$ cat src/rtl/axis_cmd_sequencer_if.sv
// axis_cmd_sequencer_if: host command stream plus the batch instruction/parameter bus to the BRAM load/unload block.
interface axis_cmd_sequencer_if;
  logic [63:0] cmd_tdata;
  logic        cmd_tvalid;
  logic        cmd_tready;
  logic [7:0]  Instruction_code;
  logic [4:0]  wr_bram_start;
  logic [4:0]  wr_bram_end;
  logic [15:0] wr_addr_start;
  logic [15:0] wr_addr_count;
  logic [2:0]  rd_bram_start;
  logic [2:0]  rd_bram_end;
  logic [15:0] rd_addr_start;
  logic [15:0] rd_addr_count;
  logic        write_done;
  logic        read_done;
  modport master (
    input  cmd_tdata, cmd_tvalid, write_done, read_done,
    output cmd_tready, Instruction_code, wr_bram_start, wr_bram_end, wr_addr_start, wr_addr_count,
    output rd_bram_start, rd_bram_end, rd_addr_start, rd_addr_count
  );
  modport slave (
    output cmd_tdata, cmd_tvalid, write_done, read_done,
    input  cmd_tready, Instruction_code, wr_bram_start, wr_bram_end, wr_addr_start, wr_addr_count,
    input  rd_bram_start, rd_bram_end, rd_addr_start, rd_addr_count
  );
endinterface

$ cat src/rtl/axis_cmd_sequencer.sv
// axis_cmd_sequencer: queues host batch commands and issues them one at a time to the BRAM load/unload block.
module axis_cmd_sequencer #(
  parameter int CMD_DEPTH      = 8,
  parameter int GAP_CYCLES     = 2,
  parameter int TIMEOUT_CYCLES = 65535
) (
  input  logic                       aclk,
  input  logic                       areset,
  axis_cmd_sequencer_if.master       bus,
  input  logic                       clear_err,
  output logic                       busy,
  output logic [$clog2(CMD_DEPTH):0] cmd_count,
  output logic                       cmd_done,
  output logic                       err_invalid,
  output logic                       err_timeout
);
  localparam int AW = $clog2(CMD_DEPTH);
  localparam int GW = $clog2(GAP_CYCLES + 1);
  localparam int TW = $clog2(TIMEOUT_CYCLES + 2);
  typedef enum logic [2:0] {IDLE, CHECK, WAIT, GAP, ERROR} state_e;
  state_e state_q, state_d;
  logic [49:0] fifo_q [CMD_DEPTH];
  logic [49:0] cmd_q, cmd_d;
  logic [AW-1:0] wp_q, rp_q;
  logic [AW:0] cnt_q;
  logic [GW-1:0] gap_q, gap_d;
  logic [TW-1:0] tmo_q, tmo_d;
  logic [7:0] ic_q, ic_d;
  logic [4:0] wbs_q, wbs_d, wbe_q, wbe_d;
  logic [2:0] rbs_q, rbs_d, rbe_q, rbe_d;
  logic [15:0] was_q, was_d, wac_q, wac_d, ras_q, ras_d, rac_q, rac_d;
  logic done_q, done_d, einv_q, einv_d, etmo_q, etmo_d;
  logic empty, push, pop, is_wr, is_rd, ok, hit, tmo_hit;
  logic [7:0] op;
  logic [4:0] bs, be;
  logic [15:0] ast, acn;
  logic unused_bits;
  assign unused_bits = ^{bus.cmd_tdata[55:53], bus.cmd_tdata[47:45], bus.cmd_tdata[39:32]};
  assign empty = cnt_q == '0;
  assign bus.cmd_tready = !areset && cnt_q != (AW+1)'(CMD_DEPTH);
  assign push = bus.cmd_tvalid && bus.cmd_tready;
  assign pop = state_q == IDLE && !empty;
  // cmd_q keeps the command for its whole life, so decode also selects which done to wait for
  assign {op, bs, be, ast, acn} = cmd_q;
  assign is_wr = op == 8'h01;
  assign is_rd = op == 8'h02;
  assign ok = be >= bs && (is_wr ? be <= 5'd15 : is_rd && be <= 5'd7 && bs <= 5'd7);
  assign hit = is_wr ? bus.write_done : bus.read_done;
  assign tmo_hit = TIMEOUT_CYCLES != 0 && tmo_q == TW'(TIMEOUT_CYCLES - 1);
  assign bus.Instruction_code = ic_q;
  assign bus.wr_bram_start = wbs_q;
  assign bus.wr_bram_end = wbe_q;
  assign bus.wr_addr_start = was_q;
  assign bus.wr_addr_count = wac_q;
  assign bus.rd_bram_start = rbs_q;
  assign bus.rd_bram_end = rbe_q;
  assign bus.rd_addr_start = ras_q;
  assign bus.rd_addr_count = rac_q;
  assign busy = state_q != IDLE || !empty;
  assign cmd_count = cnt_q;
  assign cmd_done = done_q;
  assign err_invalid = einv_q;
  assign err_timeout = etmo_q;
  always_comb begin
    state_d = state_q;
    cmd_d = cmd_q;
    ic_d = ic_q;
    {wbs_d, wbe_d, was_d, wac_d} = {wbs_q, wbe_q, was_q, wac_q};
    {rbs_d, rbe_d, ras_d, rac_d} = {rbs_q, rbe_q, ras_q, rac_q};
    done_d = 1'b0;
    einv_d = einv_q && !clear_err;
    etmo_d = etmo_q;
    gap_d = '0;
    tmo_d = '0;
    case (state_q)
      IDLE: if (!empty) begin
        cmd_d = fifo_q[rp_q];
        state_d = CHECK;
      end
      CHECK: if (!ok || acn == '0) begin
        einv_d = einv_d || !ok;
        done_d = 1'b1;
        state_d = GAP;
      end else begin
        ic_d = op;
        if (is_wr) {wbs_d, wbe_d, was_d, wac_d} = {bs, be, ast, acn};
        else {rbs_d, rbe_d, ras_d, rac_d} = {bs[2:0], be[2:0], ast, acn};
        state_d = WAIT;
      end
      WAIT: begin
        tmo_d = tmo_q + TW'(1);
        if (hit) begin
          ic_d = 8'h00;
          done_d = 1'b1;
          state_d = GAP;
        end else if (tmo_hit) begin
          ic_d = 8'h00;
          etmo_d = 1'b1;
          state_d = ERROR;
        end
      end
      GAP: begin
        gap_d = gap_q + GW'(1);
        state_d = gap_q == GW'(GAP_CYCLES - 1) ? IDLE : GAP;
      end
      ERROR: if (clear_err) begin
        etmo_d = 1'b0;
        state_d = IDLE;
      end
      default: state_d = IDLE;
    endcase
  end
  always_ff @(posedge aclk) begin
    if (areset) begin
      state_q <= IDLE;
      cmd_q <= '0;
      wp_q <= '0;
      rp_q <= '0;
      cnt_q <= '0;
      gap_q <= '0;
      tmo_q <= '0;
      ic_q <= '0;
      {wbs_q, wbe_q, was_q, wac_q} <= '0;
      {rbs_q, rbe_q, ras_q, rac_q} <= '0;
      {done_q, einv_q, etmo_q} <= '0;
    end else begin
      if (push) fifo_q[wp_q] <= {bus.cmd_tdata[63:56], bus.cmd_tdata[52:48], bus.cmd_tdata[44:40], bus.cmd_tdata[31:0]};
      wp_q <= wp_q + AW'(push);
      rp_q <= rp_q + AW'(pop);
      cnt_q <= cnt_q + (AW+1)'(push) - (AW+1)'(pop);
      state_q <= state_d;
      cmd_q <= cmd_d;
      gap_q <= gap_d;
      tmo_q <= tmo_d;
      ic_q <= ic_d;
      {wbs_q, wbe_q, was_q, wac_q} <= {wbs_d, wbe_d, was_d, wac_d};
      {rbs_q, rbe_q, ras_q, rac_q} <= {rbs_d, rbe_d, ras_d, rac_d};
      {done_q, einv_q, etmo_q} <= {done_d, einv_d, etmo_d};
    end
  end
endmodule
$ cat src/flat_wrapper.sv
// flat-port wrapper written by rule: the top's interface ports become plain ports
module axis_cmd_sequencer_flat 
#(
  parameter int CMD_DEPTH      = 8,
  parameter int GAP_CYCLES     = 2,
  parameter int TIMEOUT_CYCLES = 65535
)
  (aclk, areset, clear_err, busy, cmd_count, cmd_done, err_invalid, err_timeout, bus_cmd_tdata, bus_cmd_tvalid, bus_write_done, bus_read_done, bus_cmd_tready, bus_Instruction_code, bus_wr_bram_start, bus_wr_bram_end, bus_wr_addr_start, bus_wr_addr_count, bus_rd_bram_start, bus_rd_bram_end, bus_rd_addr_start, bus_rd_addr_count);
  axis_cmd_sequencer_if bus_i ();
  input  logic aclk;
  input  logic areset;
  input  logic clear_err;
  output logic busy;
  output logic [$clog2(CMD_DEPTH):0] cmd_count;
  output logic cmd_done;
  output logic err_invalid;
  output logic err_timeout;
  input wire logic [$bits(bus_i.cmd_tdata)-1:0] bus_cmd_tdata;
  input wire logic [$bits(bus_i.cmd_tvalid)-1:0] bus_cmd_tvalid;
  input wire logic [$bits(bus_i.write_done)-1:0] bus_write_done;
  input wire logic [$bits(bus_i.read_done)-1:0] bus_read_done;
  output wire logic [$bits(bus_i.cmd_tready)-1:0] bus_cmd_tready;
  output wire logic [$bits(bus_i.Instruction_code)-1:0] bus_Instruction_code;
  output wire logic [$bits(bus_i.wr_bram_start)-1:0] bus_wr_bram_start;
  output wire logic [$bits(bus_i.wr_bram_end)-1:0] bus_wr_bram_end;
  output wire logic [$bits(bus_i.wr_addr_start)-1:0] bus_wr_addr_start;
  output wire logic [$bits(bus_i.wr_addr_count)-1:0] bus_wr_addr_count;
  output wire logic [$bits(bus_i.rd_bram_start)-1:0] bus_rd_bram_start;
  output wire logic [$bits(bus_i.rd_bram_end)-1:0] bus_rd_bram_end;
  output wire logic [$bits(bus_i.rd_addr_start)-1:0] bus_rd_addr_start;
  output wire logic [$bits(bus_i.rd_addr_count)-1:0] bus_rd_addr_count;
  assign bus_i.cmd_tdata = bus_cmd_tdata;
  assign bus_i.cmd_tvalid = bus_cmd_tvalid;
  assign bus_i.write_done = bus_write_done;
  assign bus_i.read_done = bus_read_done;
  assign bus_cmd_tready = bus_i.cmd_tready;
  assign bus_Instruction_code = bus_i.Instruction_code;
  assign bus_wr_bram_start = bus_i.wr_bram_start;
  assign bus_wr_bram_end = bus_i.wr_bram_end;
  assign bus_wr_addr_start = bus_i.wr_addr_start;
  assign bus_wr_addr_count = bus_i.wr_addr_count;
  assign bus_rd_bram_start = bus_i.rd_bram_start;
  assign bus_rd_bram_end = bus_i.rd_bram_end;
  assign bus_rd_addr_start = bus_i.rd_addr_start;
  assign bus_rd_addr_count = bus_i.rd_addr_count;
  axis_cmd_sequencer #(.CMD_DEPTH(CMD_DEPTH), .GAP_CYCLES(GAP_CYCLES), .TIMEOUT_CYCLES(TIMEOUT_CYCLES)) u_core (.aclk(aclk), .areset(areset), .bus(bus_i), .clear_err(clear_err), .busy(busy), .cmd_count(cmd_count), .cmd_done(cmd_done), .err_invalid(err_invalid), .err_timeout(err_timeout));
endmodule
$ cat config.mk
export PLATFORM = sky130hd
export DESIGN_NAME = axis_cmd_sequencer_flat
export DESIGN_NICKNAME = d
export VERILOG_FILES = /design/src/rtl/axis_cmd_sequencer_if.sv /design/src/rtl/axis_cmd_sequencer.sv /design/src/flat_wrapper.sv
export SDC_FILE = /design/constraint.sdc
export NUM_CORES = 1
export LEC_CHECK = 0
export CORE_ASPECT_RATIO = 0.5
export CORE_MARGIN = 10
export CORE_UTILIZATION = 35
export CTS_BUF_LIST = sky130_fd_sc_hd__clkbuf_8
export DETAILED_ROUTE_END_ITERATION = 10
export GPL_ROUTABILITY_DRIVEN = 0
export PLACE_DENSITY_LB_ADDON = 0.08
export SETUP_SLACK_MARGIN = 0.05
export SLEW_MARGIN = 25
export SYNTH_ARGS = -nofsm -noshare
export SYNTH_HDL_FRONTEND = slang
export SYNTH_SLANG_ARGS = --single-unit
$ cat constraint.sdc
create_clock -name aclk -period 4.75 [get_ports aclk]
set_clock_uncertainty 0.15 [all_clocks]
set_input_delay 0.475 -clock aclk [delete_from_list [all_inputs] [get_ports aclk]]
set_output_delay 0.475 -clock aclk [all_outputs]
set_load 0.005 [all_outputs]
==> flow_metrics.tcl <==
set metrics [dict create \
    fin_crit_ps 2890 \
    synth_area_sq_mm 0.0216 \
    port_buffers 152 \
    yosysTopAreaCell "edfxtp_1" \
    avgSynthCellArea_sq_um 16.1 \
    cts_hold_buf 0 \
    grt_overflow_total 0 \
    cts.sinks 573 \
    rsz0062_at_grt "no" \
    grt_max_degree 62 \
    synth_top_family_by_area "multiplexers" \
    critical_path.top_delay_family "simple AND/OR/NAND/NOR gates" \
    synth-edff-count 400 \
    maxSlewHeadroom_pct 31.7 \
    yosysTopAreaCellShare_pct 55.5 \
    first_global_vias 12582 \
    pin_count 167 \
    cp_slowest_stage_delay_ps 730 \
    setup.worst_path.end_class "register" \
    grtUsageMet2_pct 25.2 \
    drcViolationCount 0 \
    grt_antenna_before_repair 2 \
    placed_area_sq_mm 0.0243 \
    utilization_pct 42.2 \
    post_cts_buffers 0 \
    cts_tree "yes" \
    vias 11745 \
    drt_pass1_iterations 5 \
    worst_pin_slew_ps 1020 \
    ys_types 50 \
    synth_nets 1431 \
    drive_above_1_share_pct 18.0 \
    initial_core_util_pct 35.4 \
    layout.nets 1620 \
    dieArea_sq_mm 0.0728 \
    ctsResizeCount 0 \
    ys_seq_area_share_pct 71.5 \
    drt_wl_total_um 53300 \
    grt_pass1_wl_um 80500 \
    post-route-period-util_pct 60.8 \
    met1_usage_pct 18.7 \
    clk_latency_ps 650 \
    arrival_ps 3050 \
    ys_warn_count 0 \
    rows 64 \
    grtUsageMet3_pct 2.75 \
    hold_depth 2 \
    cap_viol_max_count 0 \
    final_area_sq_mm 0.0258 \
    setup_tns_ps 0 \
    grt_most_used_layer "met2" \
    max_freq_mhz 346 \
    hold_viol 0 \
    crit_type "register to register" \
    setup_viol 0 \
    crit_cells 6 \
    synth.most_common_cell "edfxtp_1" \
    path_cells "nor2_1 -> a21oi_1 -> and2_1 -> nand2b_1 -> nor2_4 -> buf_4" \
    synth_cells 1342 \
    r2r_cells 6 \
    synthXorXnorAreaFrac_pct 0.729 \
    synthTopCellsByArea "edfxtp_1 56%, dfxtp_1 16%, mux4_2 10%" \
    min_path_type "input pin to register" \
    coreArea_sq_mm 0.0612 \
    async_flop_share_pct 0 \
    ys.flop_type "edfxtp_1" \
    yosys-top-cells-count "400 x edfxtp_1, 173 x dfxtp_1, 170 x nand2_1, 100 x mux4_2, 91 x nor2_1" \
    crit_required_ps 4910 \
    cts_htree_levels 3 \
    synth_mux_area_share_pct 12.7 \
    yosys_register_bits 573 \
    vdd_drop_max_uv 176 \
    drt_iter0_drc 771 \
    hpwl_um 31600 \
    p_per_area_mw_per_mm2 465 \
    clkSlewWorstSetupHoldPaths_ps 70 \
    status "finished clean" \
    syn2layout_area_growth_pct 19.4 \
    ant_nets 0 \
    numCtsBuffers 84 \
    finalMaxSlewViolations 0 \
    routed_via_density 4.85 \
    fp.dieH_um 196 \
    yosys.area_share.simple_pct 6.85 \
    critPathMaxFanout 16 \
    wire_per_inst_um 22.0 \
    grtUsageTotal_pct 14.6 \
    synth-compound-area-share_pct 5.23 \
    p_leak_nw 8.11 \
    synth_fa_ha_area_share_pct 1.13 \
    die-width_um 372 \
    start_kind "register" \
    crit_slowest_cell "nor2_4" \
    root_buffer "clkbuf_8" \
    critPathBufInv 1 \
    ctsLongestPathBuffers 3 \
]
power breakdown:
part           switching [W]  total [W]  internal (W)  leakage [nW]
Combinational        0.00117    0.00226       0.00109          2.16
Clock                0.00185    0.00372       0.00187         0.930
Sequential          0.000410    0.00603       0.00562          5.02
area by class of cell:
| type | instances | area, sq um |
|---|---|---|
| fill | 5532 | 35300 |
| sequential | 573 | 15500 |
| multi-input combinational | 680 | 5840 |
| timing repair buffer | 178 | 1860 |
| clock buffer | 94 | 1290 |
| tap | 825 | 1030 |
| clock inverter | 57 | 264 |
| inverter | 14 | 52.6 |
| antenna | 2 | 5.00 |
registers in the layout, summed over array words and instances, names as in the netlist:
signal	cells
u_core.tmo_q	17
u_core.err_timeout	1
u_core.fifo_q	400
u_core.err_invalid	1
u_core.rp_q	3
u_core.cmd_q	50
u_core.state_q	3
u_core.wp_q	3
u_core.bus.wr_bram_start	5
u_core.cmd_count	4
u_core.bus.rd_addr_count	16
u_core.bus.rd_addr_start	16
u_core.bus.wr_bram_end	5
u_core.gap_q	2
u_core.bus.wr_addr_start	16
u_core.bus.Instruction_code	8
u_core.bus.rd_bram_start	3
u_core.bus.rd_bram_end	3
u_core.bus.wr_addr_count	16
u_core.cmd_done	1
cells in the final DEF, fill, tap and decap left out, types with 10 or more instances in the layout:
cell type | netlist | layout
edfxtp_1 | 400 | 400
nand2_1 | 170 | 170
dfxtp_1 | 173 | 170
clkdlybuf4s50_1 | 0 | 151
mux4_2 | 100 | 100
clkbuf_8 | 0 | 94
nor2_1 | 91 | 85
inv_1 | 14 | 50
a21oi_1 | 50 | 50
mux2i_1 | 50 | 50
a211oi_1 | 50 | 50
a21oi_2 | 40 | 40
ha_1 | 18 | 18
buf_4 | 2 | 15
clkinv_1 | 0 | 13
nand3_1 | 12 | 12
xnor2_1 | 11 | 11
buf_12 | 0 | 11
and2_1 | 10 | 10
worst register-to-register path, delay by kind of cell (launching register included):
| family | cells | cell delay [ps] |
|---|---|---|
| AOI/OAI and AO/OA | 1 | 220 |
| DFF | 1 | 430 |
| and+or+nand+nor | 4 | 1350 |
| buffers and inverters | 1 | 390 |
routing by layer:
metal  routed length [um]  vias to the layer above
li1                     -                     5474
met4                 1130                        0
met1                23700                     5983
met5                    0                        -
met2                26600                      198
met3                 1840                       90
path summary, 6_finish.rpt:
path | start | end | slack [ps]
setup reg to reg | u_core.cmd_count[1] | u_core.fifo_q[6][14] | 1860
hold reg to reg | u_core.gap_q[0] | u_core.gap_q[0] | 290
setup / recovery | u_core.cmd_count[1] | u_core.fifo_q[6][14] | 1860
hold / removal | areset | u_core.bus.wr_addr_start[7] | 90
stage by stage:
step / hold slack [ps] / power, W / setup WS (ps) / std cells
after floorplan: 249 / 0.00764 / 885 / 1342
after global placement: 261 / 0.00841 / 1640 / 2270
after detailed placement: 277 / 0.00846 / 1610 / 2270
after CTS: 28.7 / 0.0122 / 1740 / 2421
after global routing: 63.9 / 0.0127 / 1600 / 2423
final: 86.1 / 0.0120 / 1860 / 2423
logic make-up after synthesis:
kind of cell / after synthesis
xor+xnor: 18
buf+inv: 89
simple gates: 333
compound gates: 160
mux: 150
fa+ha+maj: 19
flops: 573
Power figures use the tool's default switching activity.
==> variant 1: new RTL, same settings <==
The 5 states of `state_e` get a one-hot encoding in 5 bits.
--- a/src/rtl/axis_cmd_sequencer.sv
+++ b/src/rtl/axis_cmd_sequencer.sv
@@ -17,7 +17,7 @@
   localparam int AW = $clog2(CMD_DEPTH);
   localparam int GW = $clog2(GAP_CYCLES + 1);
   localparam int TW = $clog2(TIMEOUT_CYCLES + 2);
-  typedef enum logic [2:0] {IDLE, CHECK, WAIT, GAP, ERROR} state_e;
+  typedef enum logic [4:0] {IDLE = 5'b00001, CHECK = 5'b00010, WAIT = 5'b00100, GAP = 5'b01000, ERROR = 5'b10000} state_e;
   state_e state_q, state_d;
   logic [49:0] fifo_q [CMD_DEPTH];
   logic [49:0] cmd_q, cmd_d;
Behaviour: same outputs for any inputs over 4 cycles, from zero or initial values and one cycle with areset high; so few cycles prove little.
==> variant 1 against the unedited design <==
  * Power is 0.79% higher
  * Worst setup slack got worse by 350 ps
  * Design area rose by 1.7%
  * Final cell count down 1.2%
  * Wire length rose by 5.0%
  * Count of clock-buffer cells in the layout up 6
  * Synthesized cell count shrank 2.3%
  * Sequential cell count grew 2
  * Area after synthesis rose by 1.8%
  * Sequential power barely moved
  * Largest power group unchanged
  * Highest routed layer is now met5
==> variant 1: results (changes against the unedited design) <==
R2R cell count 7 (+1); Non-clock buffer share 7.22% (+0.035 points); total combinational power 2.20 mW (-3%); Non-CTS buffers 183 (+2.8%); crit path to busy; Met1 Wirelength 26,000 um (+9.5%); Reg power frac 49.6% (-0.6 points); crit path max fanout 5 (-11); Worst Setup SP u_core.state_q[1]; Commonest cells post-synth 400 x edfxtp_1, 175 x dfxtp_1, 125 x nor2_1, 100 x mux4_2, 91 x mux2i_1; r2r endpoint u_core.bus.rd_addr_start[12]; CTS buffer count 86 (+2.4%); clk cell area share 6.26% (+0.23 points); hold path startpoint u_core.gap_q[0]; Seq Cell Count 575 (+0.35%); status completed; worst slew pin tran 961 ps (-63.1 ps); ratio of cells with drive above 1 in the final layout 19.2% (+1.2 points); wire length on met3 2340 um (+27%); library cells used by synthesis 60 (+20%); multi-input logic area 0.00597 sq mm (+2.1%); fill count 5,514 (-0.33%); RR Startpoint u_core.cmd_q[49]; initial antenna violation count 1 (-1); met1 Usage GRT 20.3% (+1.5 points); Multi-Input Combinational 596 (-12%); worst hold path class register to register; P_int 8.57 mW (-0.15%); Max VDD drop 0.308 mV (+75%); n_diodes 0 (-2); DR top layer met5; Final nets 1,588 (-2.0%); Seq/Total Area, Yosys 70.4% (-1.1 points); Avg Vias per Cell 5.08 (+4.8%); met2 GRT Util 24.4% (-0.80 points); Total GRT Usage 14.9% (+0.30 points); Leak 8.29 nW (+2.3%); Final WS setup 1510 ps (-348 ps)
-- variant 1: per-stage QoR --
step	hold slack (ps)	power (mW)	instance area [sq um]	util, %	cells
after global placement	266	8.31	24600	39.9	2235
after detailed placement	273	8.36	24600	40.0	2236
after CTS	282	12.3	26300	42.6	2394
after global routing	300	12.7	26300	42.6	2394
after floorplan	254	7.52	22000	-	1311
final	286	12.1	26300	42.6	2394
-- variant 1: critical path: stages, from the launching register on --
cell and delay [ps]:
dfxtp_1 350, nor3_1 270, nand3b_1 300, nand4b_1 480, clkdlybuf4s50_1 560
-- variant 1: cells by family after synthesis --
logic type                 after synthesis  synth area share, %
xor gates and xnor gates                16                0.636
and+or+nand+nor                        209                 4.83
adders and majority gates               19                 1.11
muxes                                  192                 14.4
DFF                                    575                 70.4
buffers and inverters                  140                 2.86
AOI/OAI and AO/OA                      160                 5.70
==> variant 2: new RTL, same settings <==
Without the edit above. `CMD_DEPTH` is set to 8 in 2 places; all go to 4.
--- a/src/rtl/axis_cmd_sequencer.sv
+++ b/src/rtl/axis_cmd_sequencer.sv
@@ -1,6 +1,6 @@
 // axis_cmd_sequencer: queues host batch commands and issues them one at a time to the BRAM load/unload block.
 module axis_cmd_sequencer #(
-  parameter int CMD_DEPTH      = 8,
+  parameter int CMD_DEPTH      = 4,
   parameter int GAP_CYCLES     = 2,
   parameter int TIMEOUT_CYCLES = 65535
 ) (
--- a/src/flat_wrapper.sv
+++ b/src/flat_wrapper.sv
@@ -1,7 +1,7 @@
 // flat-port wrapper written by rule: the top's interface ports become plain ports
 module axis_cmd_sequencer_flat 
 #(
-  parameter int CMD_DEPTH      = 8,
+  parameter int CMD_DEPTH      = 4,
   parameter int GAP_CYCLES     = 2,
   parameter int TIMEOUT_CYCLES = 65535
 )
Ports: changed (resized cmd_count); port bits go from 167 to 166. No check against the original RTL was run, so the function may have changed too.
==> variant 2 against the unedited design <==
  * Wire length down 40%
  * Core utilization grew 1.2 points
  * Power fell by 35%
  * Clock power shrank 34%
  * Area after synthesis shrank 37%
  * Sequential power down 34%
  * Worst setup slack improved by 38 ps
  * Design area down 35%
  * Maximum frequency rose by 1.3%
  * Die area decreased by 34%
  * Sequential cell count is 203 lower
==> variant 2: results (changes against the unedited design) <==
status completed; slowest CP cell or4_4; Met1 Wirelength 14,600 um (-38%); drt wl/cell 18.8 um (-15%); Net Sw Frac 29.3% (+0.78 points); CTS buffer count 53 (-37%); clk_lat worst skew 590 ps (-60 ps); library cells used by synthesis 47 (-6.0%); count of flip-flops with a built-in enable after synthesis 200 (-50%); met1 Usage GRT 16.8% (-1.9 points); Worst Setup SP u_core.cmd_q[39]; RR Startpoint u_core.cmd_q[39]; initial antenna violation count 1 (-1); Total GRT Usage 13.3% (-1.4 points); Hold WS 304 ps (+218 ps); top post-synthesis cells by area edfxtp_1 44%, dfxtp_1 25%, mux4_2 8.2%; relative slew slack 35.2% (+3.5 points); DRT Pass-1 Iters 4 (-1); crit path max fanout 38 (+22); DP HPWL 19,600 um (-38%); htree depth 2 (-1); Final nets 1,210 (-25%); Seq/Total Area, Yosys 68.9% (-2.6 points); Mapped Nets 1,045 (-27%); placed cell areas 0.0157 sq mm (-35%); Max VDD drop 0.210 mV (+19%); R2R cell count 8 (+2); dpl ws 1880 ps (+272 ps); CP peak stage delay 750 ps (+20 ps); met2 GRT Util 22.8% (-2.4 points); Yosys warning count 0 (unchanged); hold path startpoint u_core.gap_q[0]; first-pass GRT wire length 50,000 um (-38%); biggest regs u_core.fifo_q (200), u_core.cmd_q (50), u_core.tmo_q (17); hold path depth 1 (-1); via count 7,889 (-33%); n_diodes 0 (-2); CTS resizes 0 (unchanged); Leak 5.92 nW (-27%); met2 wire length 15,800 um (-41%); fill count 3,593 (-35%); ratio of cells with drive above 1 in the final layout 12.6% (-5.4 points); Commonest cells post-synth 200 x edfxtp_1, 170 x dfxtp_1, 114 x nand2_1, 110 x nor2_1, 80 x mux2i_1; DR top layer met5; pin count of the biggest net entering global routing 88 (+42%); WP data arrival 3120 ps (+70 ps); number of global-route vias before repair 8,327 (-34%); number of buffers added on ports 151 (-0.66%); wire length on met3 1130 um (-39%); met3 Use GR 3.02% (+0.28 points); post-route minimum period 2850 ps (-38.3 ps); Iter 0 DRT Violations 469 (-39%); worst hold path class register to register
-- variant 2: cell types whose count changed after synthesis, moves of 7 or more --
cell	change
nand2_1	-56
xnor2_1	-7
a211oi_1	-50
edfxtp_1	-200
mux4_2	-50
a21oi_1	+8
buf_2	-10
mux2i_1	+30
nor2_1	+19
xor2_1	+7
a21oi_2	-40
-- variant 2: power groups by stage --
stage | Clock (mW) | Combinational, mW | Sequential, mW
after floorplan | 0 | 1.08 | 3.85
after global placement | 0 | 1.48 | 4.02
after detailed placement | 0 | 1.50 | 4.03
after CTS | 2.54 | 1.51 | 3.96
after global routing | 2.70 | 1.65 | 4.00
final | 2.44 | 1.46 | 3.95
-- variant 2: logic make-up after synthesis --
kind of cell    synth area share (%)
flops                           68.9
simple gates                    9.63
mux                             14.2
buf+inv                         2.36
compound gates                  2.50
xor+xnor                        1.15
fa+ha+maj                       1.25
-- variant 2: stage by stage --
stage | utilization [%] | cells | power [mW]
after floorplan | - | 962 | 4.93
after global placement | 40.7 | 1601 | 5.50
after detailed placement | 40.7 | 1602 | 5.53
after CTS | 43.4 | 1701 | 8.01
after global routing | 43.4 | 1701 | 8.35
final | 43.4 | 1701 | 7.85
-- variant 2: path summary, 6_finish.rpt --
path	to
setup / recovery	u_core.bus.rd_addr_start[12]
hold / removal	u_core.gap_q[0]
setup reg to reg	u_core.bus.rd_addr_start[12]
hold reg to reg	u_core.gap_q[0]
-- variant 2: cell type report --
type | count | area [sq um] | share of cell area (%)
flip-flops and latches | 370 | 9410 | 56.0
multi-input cells | 523 | 3960 | 23.6
repair buffers | 166 | 1660 | 9.90
clock buffers | 67 | 922 | 5.49
well taps | 530 | 663 | 3.95
clock inverters | 32 | 125 | 0.745
inverters | 13 | 48.8 | 0.291
